### src/rtl/lead_zero_normalizer.sv
// Sequential leading-zero normaliser: shifts the operand left one bit per cycle
// until its MSB is set, reporting the truncated normalised value and shift count.
module lead_zero_normalizer #(
  parameter int unsigned WIDTH = 16,
  parameter int unsigned OUT_W = 8,
  parameter int unsigned CNT_W = 5
) (
  input  logic             clk,
  input  logic             rst,
  input  logic             start,
  input  logic [WIDTH-1:0] op_in,
  output logic             busy,
  output logic             done,
  output logic [OUT_W-1:0] top_out,
  output logic [CNT_W-1:0] shift_cnt,
  output logic             zero_flag
);

  typedef enum logic [1:0] {
    IDLE  = 2'd0,
    SHIFT = 2'd1,
    DONE  = 2'd2
  } state_t;

  state_t           state, state_n;
  logic [WIDTH-1:0] sr, sr_n;
  logic [CNT_W-1:0] cnt, cnt_n;
  logic [OUT_W-1:0] top_out_n;
  logic [CNT_W-1:0] shift_cnt_n;
  logic             zero_flag_n;
  logic             busy_n;
  logic             done_n;

  // State, datapath and registered outputs
  always_ff @(posedge clk) begin
    if (rst) begin
      state     <= IDLE;
      sr        <= '0;
      cnt       <= '0;
      top_out   <= '0;
      shift_cnt <= '0;
      zero_flag <= 1'b0;
      busy      <= 1'b0;
      done      <= 1'b0;
    end else begin
      state     <= state_n;
      sr        <= sr_n;
      cnt       <= cnt_n;
      top_out   <= top_out_n;
      shift_cnt <= shift_cnt_n;
      zero_flag <= zero_flag_n;
      busy      <= busy_n;
      done      <= done_n;
    end
  end

  // Next-state and next-output logic; results are held until the next accepted start
  always_comb begin
    state_n     = state;
    sr_n        = sr;
    cnt_n       = cnt;
    top_out_n   = top_out;
    shift_cnt_n = shift_cnt;
    zero_flag_n = zero_flag;

    unique case (state)
      IDLE: begin
        if (start) begin
          if (op_in != '0) begin
            sr_n        = op_in;
            cnt_n       = '0;
            zero_flag_n = 1'b0;
            state_n     = SHIFT;
          end else begin
            sr_n        = '0;
            cnt_n       = CNT_W'(WIDTH);
            top_out_n   = '0;
            shift_cnt_n = CNT_W'(WIDTH);
            zero_flag_n = 1'b1;
            state_n     = DONE;
          end
        end
      end
      SHIFT: begin
        if (sr[WIDTH-1]) begin
          top_out_n   = sr[WIDTH-1 -: OUT_W];
          shift_cnt_n = cnt;
          state_n     = DONE;
        end else begin
          sr_n  = {sr[WIDTH-2:0], 1'b0};
          cnt_n = cnt + CNT_W'(1);
        end
      end
      DONE: begin
        state_n = IDLE;
      end
      default: begin
        state_n = IDLE;
      end
    endcase

    busy_n = (state_n != IDLE);
    done_n = (state_n == DONE);
  end

endmodule

### config.mk
export PLATFORM = sky130hd
export DESIGN_NAME = lead_zero_normalizer
export DESIGN_NICKNAME = d
export VERILOG_FILES = /design/src/rtl/lead_zero_normalizer.sv
export SDC_FILE = /design/constraint.sdc
export NUM_CORES = 1
export LEC_CHECK = 0
export CAP_MARGIN = 10
export CORE_MARGIN = 4
export CORE_UTILIZATION = 44
export DETAILED_ROUTE_END_ITERATION = 8
export PLACE_DENSITY = 0.78
export SYNTH_ARGS = -nofsm -noshare
export SYNTH_HDL_FRONTEND = slang
export SYNTH_SLANG_ARGS = --single-unit
### constraint.sdc
create_clock -name clk -period 1.65 [get_ports clk]
set_input_delay 0.495 -clock clk [delete_from_list [all_inputs] [get_ports clk]]
set_output_delay 0.495 -clock clk [all_outputs]
set_load 0.05 [all_outputs]
==> results.py <==
metrics = {
    "synth": {
        "avgSynthCellArea_um2": 9.80,
        "async_flop_share_pct": 0,
        "netlist_area_um2": 1510,
        "syn_nets": 174,
        "synth_top_area_share_pct": 51.7,
        "ys.warnings.count": 0,
        "ys_seq_elements": 39,
        "synth-main-ff-cell": "dfxtp_1",
        "yosys.area.top_type": "dfxtp_1",
        "synth-edff-count": 0,
        "synth_seq_area_share_pct": 51.7,
        "yosysMostFrequentCell": "dfxtp_1",
        "synthTopCellsByCount": "dfxtp_1, nand2_1, a21oi_1, a22oi_1, a22o_1",
        "synth_area_leaders": "dfxtp_1, a22oi_1, a22o_1, a21oi_1, nand2_1",
        "synth_cell_types": 28,
        "syn_inst": 154,
    },
    "sta": {
        "worst_slack_ns": 0.0429,
        "skew_ns": 0.00643,
        "period_share_pct": 97.4,
        "worstMarginPinSlew_ns": 0.472,
        "max_freq_mhz": 622,
        "maxSlewHeadroom_pct": 68.5,
        "rsz0062_at_grt": "no",
        "min_period_ns": 1.61,
        "fin_tns_setup_ns": 0,
        "final-setup-viol-count": 0,
        "final_max_slew_viol_count": 0,
        "finalHoldViolations": 0,
    },
    "grt": {
        "grt_pass1_vias": 1338,
        "grt_max_degree": 30,
        "antenna_found_initial": 0,
        "grt_pass1_wl_um": 6070,
        "grt_usage_pct": 18.5,
        "grt-ovfl-total": 0,
    },
    "cts": {
        "clock_insertion_delay_worst_skew_ns": 0.35,
        "clk_pin_slew_ns": 0.11,
        "cts_buffers": 5,
        "hold_buffers": 0,
        "ctsLongestPathBuffers": 2,
        "root_buffer": "clkbuf_4",
        "cts_tree": "yes",
        "cts_max_level": 2,
        "cts_sinks": 39,
    },
    "power": {
        "power_density_nw_per_um2": 800,
        "power.leakage_uw": 0.000952,
        "max-vdd-ir-drop_mv": 0.553,
    },
    "detailed_routing": {
        "drt_first_iter_violations": 64,
        "via_count": 1384,
        "avgViaCountPerCell": 5.56,
        "wl_per_cell_um": 15.4,
        "drcViolationCount": 0,
        "dr.pass1.iters": 4,
        "finalWirelength_um": 3830,
        "ant_nets": 0,
    },
    "finish": {
        "fin_area_um2": 2330,
        "final_cells": 249,
        "seqCellArea_um2": 781,
        "final_util_pct": 69.9,
        "diodes": 0,
        "fillers": 234,
        "multi_input_area_um2": 731,
        "final_nets": 222,
        "drive_gt1_share_pct": 27.6,
        "synthToLayoutAreaGrowth_pct": 54.6,
    },
    "die": {
        "dieArea_um2": 4430,
        "die_h_um": 66.6,
        "die_w_um": 66.6,
        "row_count": 21,
        "core_um2": 3340,
        "io_pins": 35,
        "start_util_pct": 45.2,
    },
    "setup_path": {
        "cp-end-kind": "flop",
        "slowest_delay_ns": 0.45,
        "r2r_end": "cnt[4]$_SDFFE_PP0P_",
        "path_cells": "clkdlybuf4s50_1 > nor4_2 > and4_4 > a211oi_4 > buf_12 > a22o_1",
        "critPathTopFamily": "buffers and inverters",
        "worstPathArrival_ns": 1.85,
        "cp_max_fo": 10,
        "critPathSlowestCell": "clkdlybuf4s50_1",
        "startpoint_type": "primary input",
        "timing.rr.start": "state[1]$_SDFF_PP0_",
        "crit_buf_inv": 2,
        "crit_start": "op_in[0]",
        "r2r_slack_ns": 0.11,
        "worstPathRequired_ns": 1.89,
        "reg2regPathDepth": 5,
        "critPathKind": "primary input to flop",
    },
    "place": {
        "placed_area_um2": 2140,
        "portBuffers": 34,
        "dp_cells": 238,
        "pre_cts_ws_ns": -0.999,
        "dp_hpwl_um": 2730,
        "gp_congestion": 0.830,
    },
    "worst_hold_path": {
        "worstHoldStart": "op_in[9]",
        "min_path_cells": 3,
        "holdPathEnd": "sr[9]$_SDFFE_PP0P_",
        "worstHoldPathType": "primary input to flop",
    },
    "run_status": {
        "status": "finished, final reports clean",
    },
    "flow_run": {
        "drv_cap": 0,
    },
}
-- through the flow --
stage               hold slack [ns]  power, uW
floorplan                     0.466       1200
global placement              0.484       1350
detailed placement            0.483       1370
CTS                           0.508       1860
global route                  0.423       1950
finish                        0.429       1870
-- cell type report --
type	instances	share of cell area [%]
timing repair buffer	52	30.3
clock inverter	2	0.536
inverter	1	0.161
tap	46	2.47
clock buffer	6	1.77
multi-input combinational	103	31.3
sequential	39	33.5
-- logic make-up (layout without fill, tap and decap cells) --
kind of cell,after synthesis,in the layout,synth area share [%]
xor+xnor,2,2,1.16
buf+inv,12,61,3.98
compound gates,51,51,24.7
mux,1,1,0.663
flops,39,39,51.7
fa+ha+maj,1,1,0.829
simple gates,48,48,16.9
-- report_power, final --
part / switching (uW) / internal, uW
clock network: 316 / 165
registers: 33.8 / 985
logic: 182 / 183
-- routing by layer --
| metal | track usage, % | up-vias | part of all wire (%) |
|---|---|---|---|
| li1 | - | 668 | - |
| met1 | 21.1 | 674 | 40 |
| met2 | 30.6 | 35 | 53 |
| met3 | 5.40 | 7 | 4.6 |
| met4 | 10.2 | 0 | 2.3 |
| met5 | 0 | - | 0 |
-- how the worst max path moves through the flow --
stage | end | slack (ns) | cells past startpoint
CTS | shift_cnt[4]$_SDFFE_PP0P_ | 0.003 | 6
detailed placement | top_out[2]$_SDFFE_PP0P_ | -1.0 | 5
finish | top_out[6]$_SDFFE_PP0P_ | 0.04 | 6
floorplan | shift_cnt[0]$_SDFFE_PP0P_ | 0.05 | 6
global placement | top_out[1]$_SDFFE_PP0P_ | -0.91 | 5
global route | top_out[2]$_SDFFE_PP0P_ | 0.007 | 4
-- placed cells by master (no fill, tap or decap), drive strengths merged, types with 4 or more instances in the layout --
cell type | synthesis | layout
a211oi | 5 | 5
dfxtp | 39 | 39
clkbuf | 4 | 6
nor4 | 4 | 4
a22oi | 16 | 16
dlymetal6s2s | 0 | 12
a21oi | 17 | 17
nand2 | 18 | 18
a22o | 11 | 11
nor2 | 9 | 9
buf | 7 | 34
clkdlybuf4s50 | 0 | 5
nor3 | 6 | 6
-- sequential cells by signal, summed over array words and instances (netlist names) --
register	flops
busy	1
cnt	5
shift_cnt	5
zero_flag	1
done	1
sr	16
top_out	8
state	2
-- worst reg2reg max path, cell delays in order (launching register included) --
cell	delay, ns
dfxtp_1	0.34
buf_4	0.15
or3b_4	0.42
a2111oi_4	0.34
a21oi_1	0.07
a31oi_1	0.17
-- timing repair --
| action | CTS | global route |
|---|---|---|
| gates cloned | 0 | 0 |
| pin swaps | 5 | 7 |
| gates resized for setup | 15 | 15 |
| endpoints found under the setup margin | 32 | 16 |
| setup buffers | 1 | 2 |
| hold endpoints to repair | 0 | 0 |
Note: power is estimated with default switching activity, not from simulation.
==> RTL change: new RTL, same settings <==
Put one more register stage on the output `shift_cnt`, without a reset. The value now appears one clock later. The other outputs are not delayed to match.
--- a/src/rtl/lead_zero_normalizer.sv
+++ b/src/rtl/lead_zero_normalizer.sv
@@ -22,6 +22,8 @@
     DONE  = 2'd2
   } state_t;
 
+  logic [CNT_W-1:0] shift_cnt_s0;
+
   state_t           state, state_n;
   logic [WIDTH-1:0] sr, sr_n;
   logic [CNT_W-1:0] cnt, cnt_n;
@@ -38,7 +40,7 @@
       sr        <= '0;
       cnt       <= '0;
       top_out   <= '0;
-      shift_cnt <= '0;
+      shift_cnt_s0 <= '0;
       zero_flag <= 1'b0;
       busy      <= 1'b0;
       done      <= 1'b0;
@@ -47,7 +49,7 @@
       sr        <= sr_n;
       cnt       <= cnt_n;
       top_out   <= top_out_n;
-      shift_cnt <= shift_cnt_n;
+      shift_cnt_s0 <= shift_cnt_n;
       zero_flag <= zero_flag_n;
       busy      <= busy_n;
       done      <= done_n;
@@ -60,7 +62,7 @@
     sr_n        = sr;
     cnt_n       = cnt;
     top_out_n   = top_out;
-    shift_cnt_n = shift_cnt;
+    shift_cnt_n = shift_cnt_s0;
     zero_flag_n = zero_flag;
 
     unique case (state)
@@ -103,5 +105,9 @@
     done_n = (state_n == DONE);
   end
 
+  always_ff @(posedge clk) begin
+    shift_cnt <= shift_cnt_s0;
+  end
+
 endmodule
 
Formal check against the unedited RTL: not equivalent (Yosys sat finds a counterexample within 4 cycles, from zero or initial values and one cycle with rst high).
==> RTL change against the original RTL <==
Via count is 16% higher; hold slack got worse by 80 ps; register-to-register slack improved by 20 ps; sequential cell count rose by 5; final cell count is 15% higher; count of clock-buffer cells in the layout is the same; wire length grew 5.0%; worst setup slack improved by 6.2 ps; power grew 19%; design area is 7.8% higher; fmax rose by 0.39%; area after synthesis increased by 10%; critical endpoint is now zero_flag.
==> RTL change: results (changes against the original RTL) <==
| Metric | Value |
|---|---|
| Post-Route Setup TNS | 0 ps (unchanged) |
| Clk_lat worst skew | 300 ps (was 350 ps) |
| Library cells used by synthesis | 32 (was 28) |
| Fillers | 280 (was 234) |
| Detail Route met2 WL | 1960 um (was 2040 um) |
| Number of nets in the synthesized netlist | 204 (was 174) |
| Pre-CTS WS | -469 ps (was -999 ps) |
| Worst setup skew after layout | 7.87 ps (was 6.43 ps) |
| Critical-path maximum fanout | 3 (was 10) |
| Crit path launch | op_in[4] (was op_in[0]) |
| CP max-delay cell | sky130_fd_sc_hd__or3_1 (was sky130_fd_sc_hd__clkdlybuf4s50_1) |
| Post-DP HPWL | 2820 um (was 2730 um) |
| Commonest cells in the synthesized netlist | sky130_fd_sc_hd__dfxtp_1, sky130_fd_sc_hd__a21oi_1, sky130_fd_sc_hd__nand2_1 (was sky130_fd_sc_hd__dfxtp_1, sky130_fd_sc_hd__nand2_1, sky130_fd_sc_hd__a21oi_1) |
| Worst-case vdd ir drop | 0.000744 V (was 0.000553 V) |
| Wl on met1 | 1710 um (was 1530 um) |
| Total Routed Length | 4020 um (was 3830 um) |
| Highest cell delay on the worst timing path | 390 ps (was 450 ps) |
| DP Cell Count | 277 (was 238) |
| Wire length on met3 | 252 um (was 177 um) |
| Static power due to leakage | 0.929 nW (was 0.952 nW) |
| Layout cell share with drive strength beyond 1 | 0.264 (was 0.276) |
| Arrival time worst endpoint | 1840 ps |
| Worst hold path type | reg -> reg (was in -> reg) |
| Worst Tran Pin Value | 292 ps (was 472 ps) |
| Largest net degree at the start of global routing | 17 (was 30) |
| Vias in the first global route | 1485 (was 1338) |
| Overall via count from detail_route | 1604 (was 1384) |
| First-pass GRT wire length | 6570 um (was 6070 um) |
| Status | completed (unchanged) |
| Clk root buf | sky130_fd_sc_hd__clkbuf_8 (was sky130_fd_sc_hd__clkbuf_4) |
| Input/output buffers | 34 (unchanged) |
| Portion of the post-synthesis area used by sequential elements | 0.530 (was 0.517) |
| Avg WL per Cell | 14.0 um (was 15.4 um) |
| Count of nets after finishing | 258 (was 222) |
| Flop-to-flop setup slack | 130 ps (was 110 ps) |
| Clock Pin Slew Worst Setup and Hold Paths | 80 ps (was 110 ps) |
[RTL change: kinds of logic (layout without fill, tap and decap cells)]
kind of cell | after synthesis | count (layout) | synth area share
muxes | 1 | 1 | 0.00602
and+or+nand+nor | 55 | 55 | 0.163
DFF | 44 | 44 | 0.530
adders and majority gates | 1 | 1 | 0.00752
xor gates and xnor gates | 3 | 3 | 0.0158
buffers and inverters | 13 | 68 | 0.0339
AOI/OAI and AO/OA | 67 | 67 | 0.245
[RTL change: per-stage QoR]
| stage | hold slack [ps] | total power [mW] | area, um2 |
|---|---|---|---|
| 6_report | 349 | 2.21 | 2510 |
| 3_3_place_gp | 332 | 1.50 | 2350 |
| 2_1_floorplan | 325 | 1.34 | 1660 |
| 4_1_cts | 351 | 2.21 | 2510 |
| 5_1_grt | 356 | 2.29 | 2510 |
| 3_5_place_dp | 332 | 1.51 | 2350 |
[RTL change: cell type report]
class / count / area share
Inverter: 1 / 0.00149
Sequential cell: 44 / 0.351
Tap cell: 48 / 0.0239
Timing Repair Buffer: 59 / 0.270
Clock inverter: 2 / 0.00597
Clock buffer: 6 / 0.0328
Multi-Input combinational cell: 127 / 0.315
[RTL change: layer usage]
metal  vias up  track usage
met1       763        0.190
met5         -            0
met4         0       0.0846
met2        51        0.291
li1        778            -
met3        12       0.0478
[RTL change: power groups by stage]
stage / sequential (mW) / combinational [mW] / clock, mW
after floorplan: 1.18 / 0.155 / 0
after global placement: 1.17 / 0.333 / 0
after detailed placement: 1.17 / 0.338 / 0
after CTS: 1.15 / 0.354 / 0.713
after global routing: 1.15 / 0.386 / 0.752
final: 1.15 / 0.357 / 0.706
[RTL change: what timing repair did]
action	4_1_cts	5_1_grt
setup buffers	1	0
pin swaps	8	10
resized for setup	37	13
endpoints found under the setup margin	20	7
gates cloned	1	0
[RTL change: worst min path at each step]
stage	end	slack, ps	cells past startpoint
2_1_floorplan	shift_cnt[0]	320	0
3_3_place_gp	shift_cnt[2]	330	0
3_5_place_dp	shift_cnt[0]	330	0
4_1_cts	shift_cnt[0]	350	0
5_1_grt	shift_cnt[0]	360	0
6_report	shift_cnt[0]	350	0
